$ cat src/rtl/spi_modport_pkg.sv
// Shared types and constants for the spi_modport SPI slave.
package spi_modport_pkg;

   localparam int unsigned CNT_W = $clog2(33);

   typedef enum logic {
      IDLE,
      SHIFT
   } state_t;

endpackage

$ cat src/rtl/spi_modport_sync.sv
// Two-flop synchronizer with rise/fall strobes derived from the synchronized level.
module spi_modport_sync #(
   parameter logic RST_VAL = 1'b0
) (
   input  logic clk,
   input  logic rst,
   input  logic d,
   output logic q,
   output logic rise_c,
   output logic fall_c
);

   logic meta;
   logic prev;

   always_ff @(posedge clk) begin
      if (rst) begin
         meta <= RST_VAL;
         q    <= RST_VAL;
         prev <= RST_VAL;
      end else begin
         meta <= d;
         q    <= meta;
         prev <= q;
      end
   end

   assign rise_c = q & ~prev;
   assign fall_c = ~q & prev;

endmodule

$ cat src/rtl/spi_modport.sv
// SPI slave: oversampled sclk/ss/mosi, configurable edges and bit order.
// Optional frame_err output enabled by defining SPI_MODPORT_FRAME_ERR_EN.
module spi_modport
   import spi_modport_pkg::*;
#(
   parameter int unsigned DATA_W = 32,
   parameter int unsigned SS_IDX = 0,
   parameter int unsigned RX_NEG = 0,
   parameter int unsigned TX_NEG = 1,
   parameter int unsigned LSB    = 0
) (
   input  logic              clk,
   input  logic              rst,
   input  logic [31:0]       ss_pad_o,
   input  logic              sclk_pad_o,
   input  logic              mosi_pad_o,
   output logic              miso_pad_i,
   input  logic [DATA_W-1:0] tx_data,
   output logic [DATA_W-1:0] rx_data,
   output logic              rx_valid,
`ifdef SPI_MODPORT_FRAME_ERR_EN
   output logic              frame_err,
`endif
   output logic              busy
);

   state_t            state;
   logic [CNT_W-1:0]  cnt;
   logic [DATA_W-1:0] rx_sr;
   logic [DATA_W-1:0] tx_sr;
   logic [DATA_W-1:0] rx_next;
   logic [DATA_W-1:0] tx_shifted;
   logic [2:0]        arm;

   logic sclk_q, sclk_rise_c, sclk_fall_c;
   logic sel_q, sel_fall_c, sel_rise_unused;
   logic mosi_q, mosi_rise_unused, mosi_fall_unused;
   logic sample_c, shift_c, word_end_c;
   logic ss_unused;

   // Only ss_pad_o[SS_IDX] selects this slave; the remaining bits are don't-care.
   assign ss_unused = ^ss_pad_o;

   spi_modport_sync #(.RST_VAL(1'b0)) u_sclk_sync (
      .clk(clk), .rst(rst), .d(sclk_pad_o),
      .q(sclk_q), .rise_c(sclk_rise_c), .fall_c(sclk_fall_c)
   );

   spi_modport_sync #(.RST_VAL(1'b1)) u_sel_sync (
      .clk(clk), .rst(rst), .d(ss_pad_o[SS_IDX]),
      .q(sel_q), .rise_c(sel_rise_unused), .fall_c(sel_fall_c)
   );

   spi_modport_sync #(.RST_VAL(1'b0)) u_mosi_sync (
      .clk(clk), .rst(rst), .d(mosi_pad_o),
      .q(mosi_q), .rise_c(mosi_rise_unused), .fall_c(mosi_fall_unused)
   );

   function automatic logic first_bit(input logic [DATA_W-1:0] w);
      return (LSB != 0) ? w[0] : w[DATA_W-1];
   endfunction

   assign sample_c   = (RX_NEG != 0) ? sclk_fall_c : sclk_rise_c;
   assign shift_c    = (TX_NEG != 0) ? sclk_fall_c : sclk_rise_c;
   assign word_end_c = sample_c && (cnt == CNT_W'(DATA_W - 1));

   always_comb begin
      rx_next    = (LSB != 0) ? (rx_sr >> 1) : (rx_sr << 1);
      tx_shifted = (LSB != 0) ? (tx_sr >> 1) : (tx_sr << 1);
      if (LSB != 0) rx_next[DATA_W-1] = mosi_q;
      else          rx_next[0]        = mosi_q;
   end

   // arm blocks the false select fall produced when the preset synchronizer
   // flushes after reset, so a new frame needs a genuine select falling edge.
   always_ff @(posedge clk) begin
      if (rst) begin
         state      <= IDLE;
         cnt        <= '0;
         rx_sr      <= '0;
         tx_sr      <= '0;
         miso_pad_i <= 1'b0;
         rx_data    <= '0;
         rx_valid   <= 1'b0;
         busy       <= 1'b0;
         arm        <= '0;
`ifdef SPI_MODPORT_FRAME_ERR_EN
         frame_err  <= 1'b0;
`endif
      end else begin
         rx_valid <= 1'b0;
         arm      <= {arm[1:0], 1'b1};
`ifdef SPI_MODPORT_FRAME_ERR_EN
         frame_err <= 1'b0;
`endif
         case (state)
            IDLE: begin
               miso_pad_i <= 1'b0;
               busy       <= 1'b0;
               cnt        <= '0;
               if (sel_fall_c && arm[2]) begin
                  state      <= SHIFT;
                  tx_sr      <= tx_data;
                  miso_pad_i <= first_bit(tx_data);
               end
            end
            SHIFT: begin
               if (sel_q) begin
                  state      <= IDLE;
                  cnt        <= '0;
                  miso_pad_i <= 1'b0;
                  busy       <= 1'b0;
`ifdef SPI_MODPORT_FRAME_ERR_EN
                  frame_err  <= (cnt != '0);
`endif
               end else begin
                  if (shift_c && cnt != '0) begin
                     tx_sr      <= tx_shifted;
                     miso_pad_i <= first_bit(tx_shifted);
                  end
                  if (sample_c) begin
                     rx_sr <= rx_next;
                     if (word_end_c) begin
                        cnt        <= '0;
                        busy       <= 1'b0;
                        rx_data    <= rx_next;
                        rx_valid   <= 1'b1;
                        tx_sr      <= tx_data;
                        miso_pad_i <= first_bit(tx_data);
                     end else begin
                        cnt  <= cnt + CNT_W'(1);
                        busy <= 1'b1;
                     end
                  end
               end
            end
            default: state <= IDLE;
         endcase
      end
   end

endmodule

$ cat config.mk
export PLATFORM = sky130hd
export DESIGN_NAME = spi_modport
export DESIGN_NICKNAME = d
export VERILOG_FILES = /design/src/rtl/spi_modport_pkg.sv /design/src/rtl/spi_modport_sync.sv /design/src/rtl/spi_modport.sv
export SDC_FILE = /design/constraint.sdc
export NUM_CORES = 1
export LEC_CHECK = 0
export BUFFER_PORTS_ARGS = -buffer_cell sky130_fd_sc_hd__buf_2
export CAP_MARGIN = 20
export CORE_MARGIN = 5
export CORE_UTILIZATION = 55
export CTS_BUF_LIST = sky130_fd_sc_hd__clkbuf_8
export CTS_CLUSTER_SIZE = 14
export DETAILED_ROUTE_END_ITERATION = 8
export PLACE_DENSITY_LB_ADDON = 0.25
export SYNTH_ARGS = -nofsm -noshare
export SYNTH_HDL_FRONTEND = slang
export SYNTH_HIERARCHICAL = 1
export SYNTH_SLANG_ARGS = --single-unit
$ cat constraint.sdc
create_clock -name clk -period 3.9 [get_ports clk]
set_clock_uncertainty 0.15 [all_clocks]
set_input_delay 0.975 -clock clk [delete_from_list [all_inputs] [get_ports clk]]
set_output_delay 0.975 -clock clk [all_outputs]
set_load 0.05 [all_outputs]
==> results.md <==
- Status: completed
- Iter 0 DRT Violations: 191
- Worst EP required: 4.05 ns
- Setup TNS: 0 ns
- Initial antenna violation count: 0
- Maximum vdd drop: 0.355 mV
- Worst slew pin tran: 0.620 ns
- Post-CTS sizing: 0
- Minimum clock period: 2.45 ns
- Gp weighted congestion: 0.782
- Final HPWL DP: 5.82 mm
- Layout net count: 567
- Cts-stage hold buffer count: 0
- Finished Layout Cells: 612
- Max Slew Vio Count: 0
- Antenna cells: 0
- Internal power: 1.78 mW
- Placed Cells: 580
- Crit-path slowest cell: or4b_1
- CP arrival: 2.61 ns
- CTS Sinks: 115
- Largest net degree at the start of global routing: 42
- Area Overhead vs Synth: 19.1%
- Core Box Area: 0.00761 mm2
- RSZ-0062 raised after global routing: no
- Fmax: 408 MHz
- Cell count after synthesis: 433
- Clock share of power: 46.3%
- Via Count: 3403
- Grt ovf: 0
- Initial Util: 55.6%
- Drt pass-1 iters: 5
- Comb pwr share: 2.4%
- # DRC: 0
- Crit. End Element: flip-flop
- Relative slew margins: 58.7%
- Fraction of layout cells with a size suffix above 1: 23.7%
- NetSw: 533 uW
- Final setup vio count: 0
- Post-Route WL: 8.78 mm
- Setup Crit Path Kind: flip-flop to flip-flop
- Die height: 97.7 um
- CTS tree: built
- Synth Net Count: 503
- CTS Buffer Depth: 2
- CTS root buf: clkbuf_8
- Crit-path max cell delay: 0.44 ns
- Vias in the first global route: 3235
- Clock slew at reported path FFs: 0.07 ns
- Post-CTS setup repair buffer count: 0
- PortBufs: 71
- Max FO, Critical Path: 27
- Syn_area_per_cell: 9.76 um2
- Reg area: 0.00230 mm2
- CTS H-tree lvls: 4
- Final hold viol count: 0
- Antenna viol nets, final: 0
- CTS buffer count: 17
- IO Pins: 103
- Crit start category: flip-flop
- First-pass GRT wire length: 14.9 mm
- DR WL/cell: 14.3 um
- Leak pwr: 2.09 nW
- Syn Std Cell Area: 0.00423 mm2
- Final critical-path share of the clock period: 62.9%
- Die width: 97.7 um
- Fill cell count: 646
- DIE AREA: 0.00954 mm2
- Worst-Skew Late Latency: 0.41 ns
- Multi-input gate area: 0.00171 mm2
- YS warnings: 6
- Cell Chain, Critical Path: inv_1 -> ha_1 -> or4b_1 -> o21ai_2 -> buf_4 -> nor3_1 -> a221o_1
- Cell Rows: 32
- Vias per inst: 5.56
- Total power: 2.31 mW
- Hold crit path type: flip-flop to flip-flop
- Reg power frac: 51.3%
- GR Util All Layers: 18.8%
- Sw Share: 23.1%
- Max-cap viol count: 0
- P per Cell Area: 459 mW/mm2
[worst paths after layout]
check                  startpoint           end  slack, ns  cells after the start
setup / recovery           cnt[0]     tx_sr[13]       1.45                      7
hold / removal    u_sel_sync/meta  u_sel_sync/q       0.27                      1
setup reg to reg           cnt[0]     tx_sr[13]       1.45                      7
hold reg to reg   u_sel_sync/meta  u_sel_sync/q       0.27                      1
[per-layer routing]
metal  share of wire, %  GRT usage (%)  up-vias  wire length [um]
li1                   -              -     1678                 -
met1                 44           23.2     1605              3820
met2                 49           30.9      114              4290
met3                6.8           6.10        6               599
met4               0.67           6.28        0                59
met5                  0              0        -                 0
[sequential cells by signal, indices dropped and copies added (netlist names), 3 cells and up]
signal   cells
arm          3
cnt          6
rx_data     32
rx_sr       31
tx_sr       31
[cell type report]
| class | instances | share of cell area (%) |
|---|---|---|
| tap | 102 | 2.54 |
| multi-input combinational | 264 | 33.9 |
| clock inverter | 15 | 3.16 |
| inverter | 19 | 1.42 |
| timing repair buffer | 80 | 8.55 |
| sequential | 115 | 45.7 |
| clock buffer | 17 | 4.65 |
[stage by stage]
stage,utilization [%],setup slack (ns),instance area [um2],hold slack [ns]
2_1_floorplan,-,1.56,4230,0.235
3_3_place_gp,60.8,1.10,4620,0.253
3_5_place_dp,61.0,1.16,4640,0.251
4_1_cts,66.2,1.46,5030,0.276
5_1_grt,66.2,1.32,5030,0.287
6_report,66.2,1.45,5030,0.272
[cells in the final DEF, fill, tap and decap left out, types with 4 or more instances in the layout]
master / n
nor2_1: 7
buf_2: 71
nor2b_1: 9
a221o_1: 14
clkinv_4: 4
a32oi_1: 17
a22o_1: 32
nor3_1: 14
o21ai_0: 18
dfxtp_1: 115
buf_4: 8
inv_1: 19
mux2i_1: 19
nand3_1: 4
nand2_1: 64
clkbuf_8: 17
a21oi_1: 34
[power groups by stage]
stage / Combinational, mW / Clock [mW] / Sequential (mW)
floorplan: 0.0286 / 0 / 1.21
global placement: 0.0538 / 0 / 1.21
detailed placement: 0.0549 / 0 / 1.21
CTS: 0.0555 / 1.09 / 1.19
global route: 0.0616 / 1.15 / 1.19
finish: 0.0551 / 1.07 / 1.19
[critical path: cells and delay by family, from the launching register on]
kind,cells,cell delay [ns]
buffers and inverters,2,0.51
adders and majority gates,1,0.14
AOI/OAI and AO/OA,2,0.65
and+or+nand+nor,2,0.52
DFF,1,0.35
No activity file was read; power rests on OpenSTA's default activity.
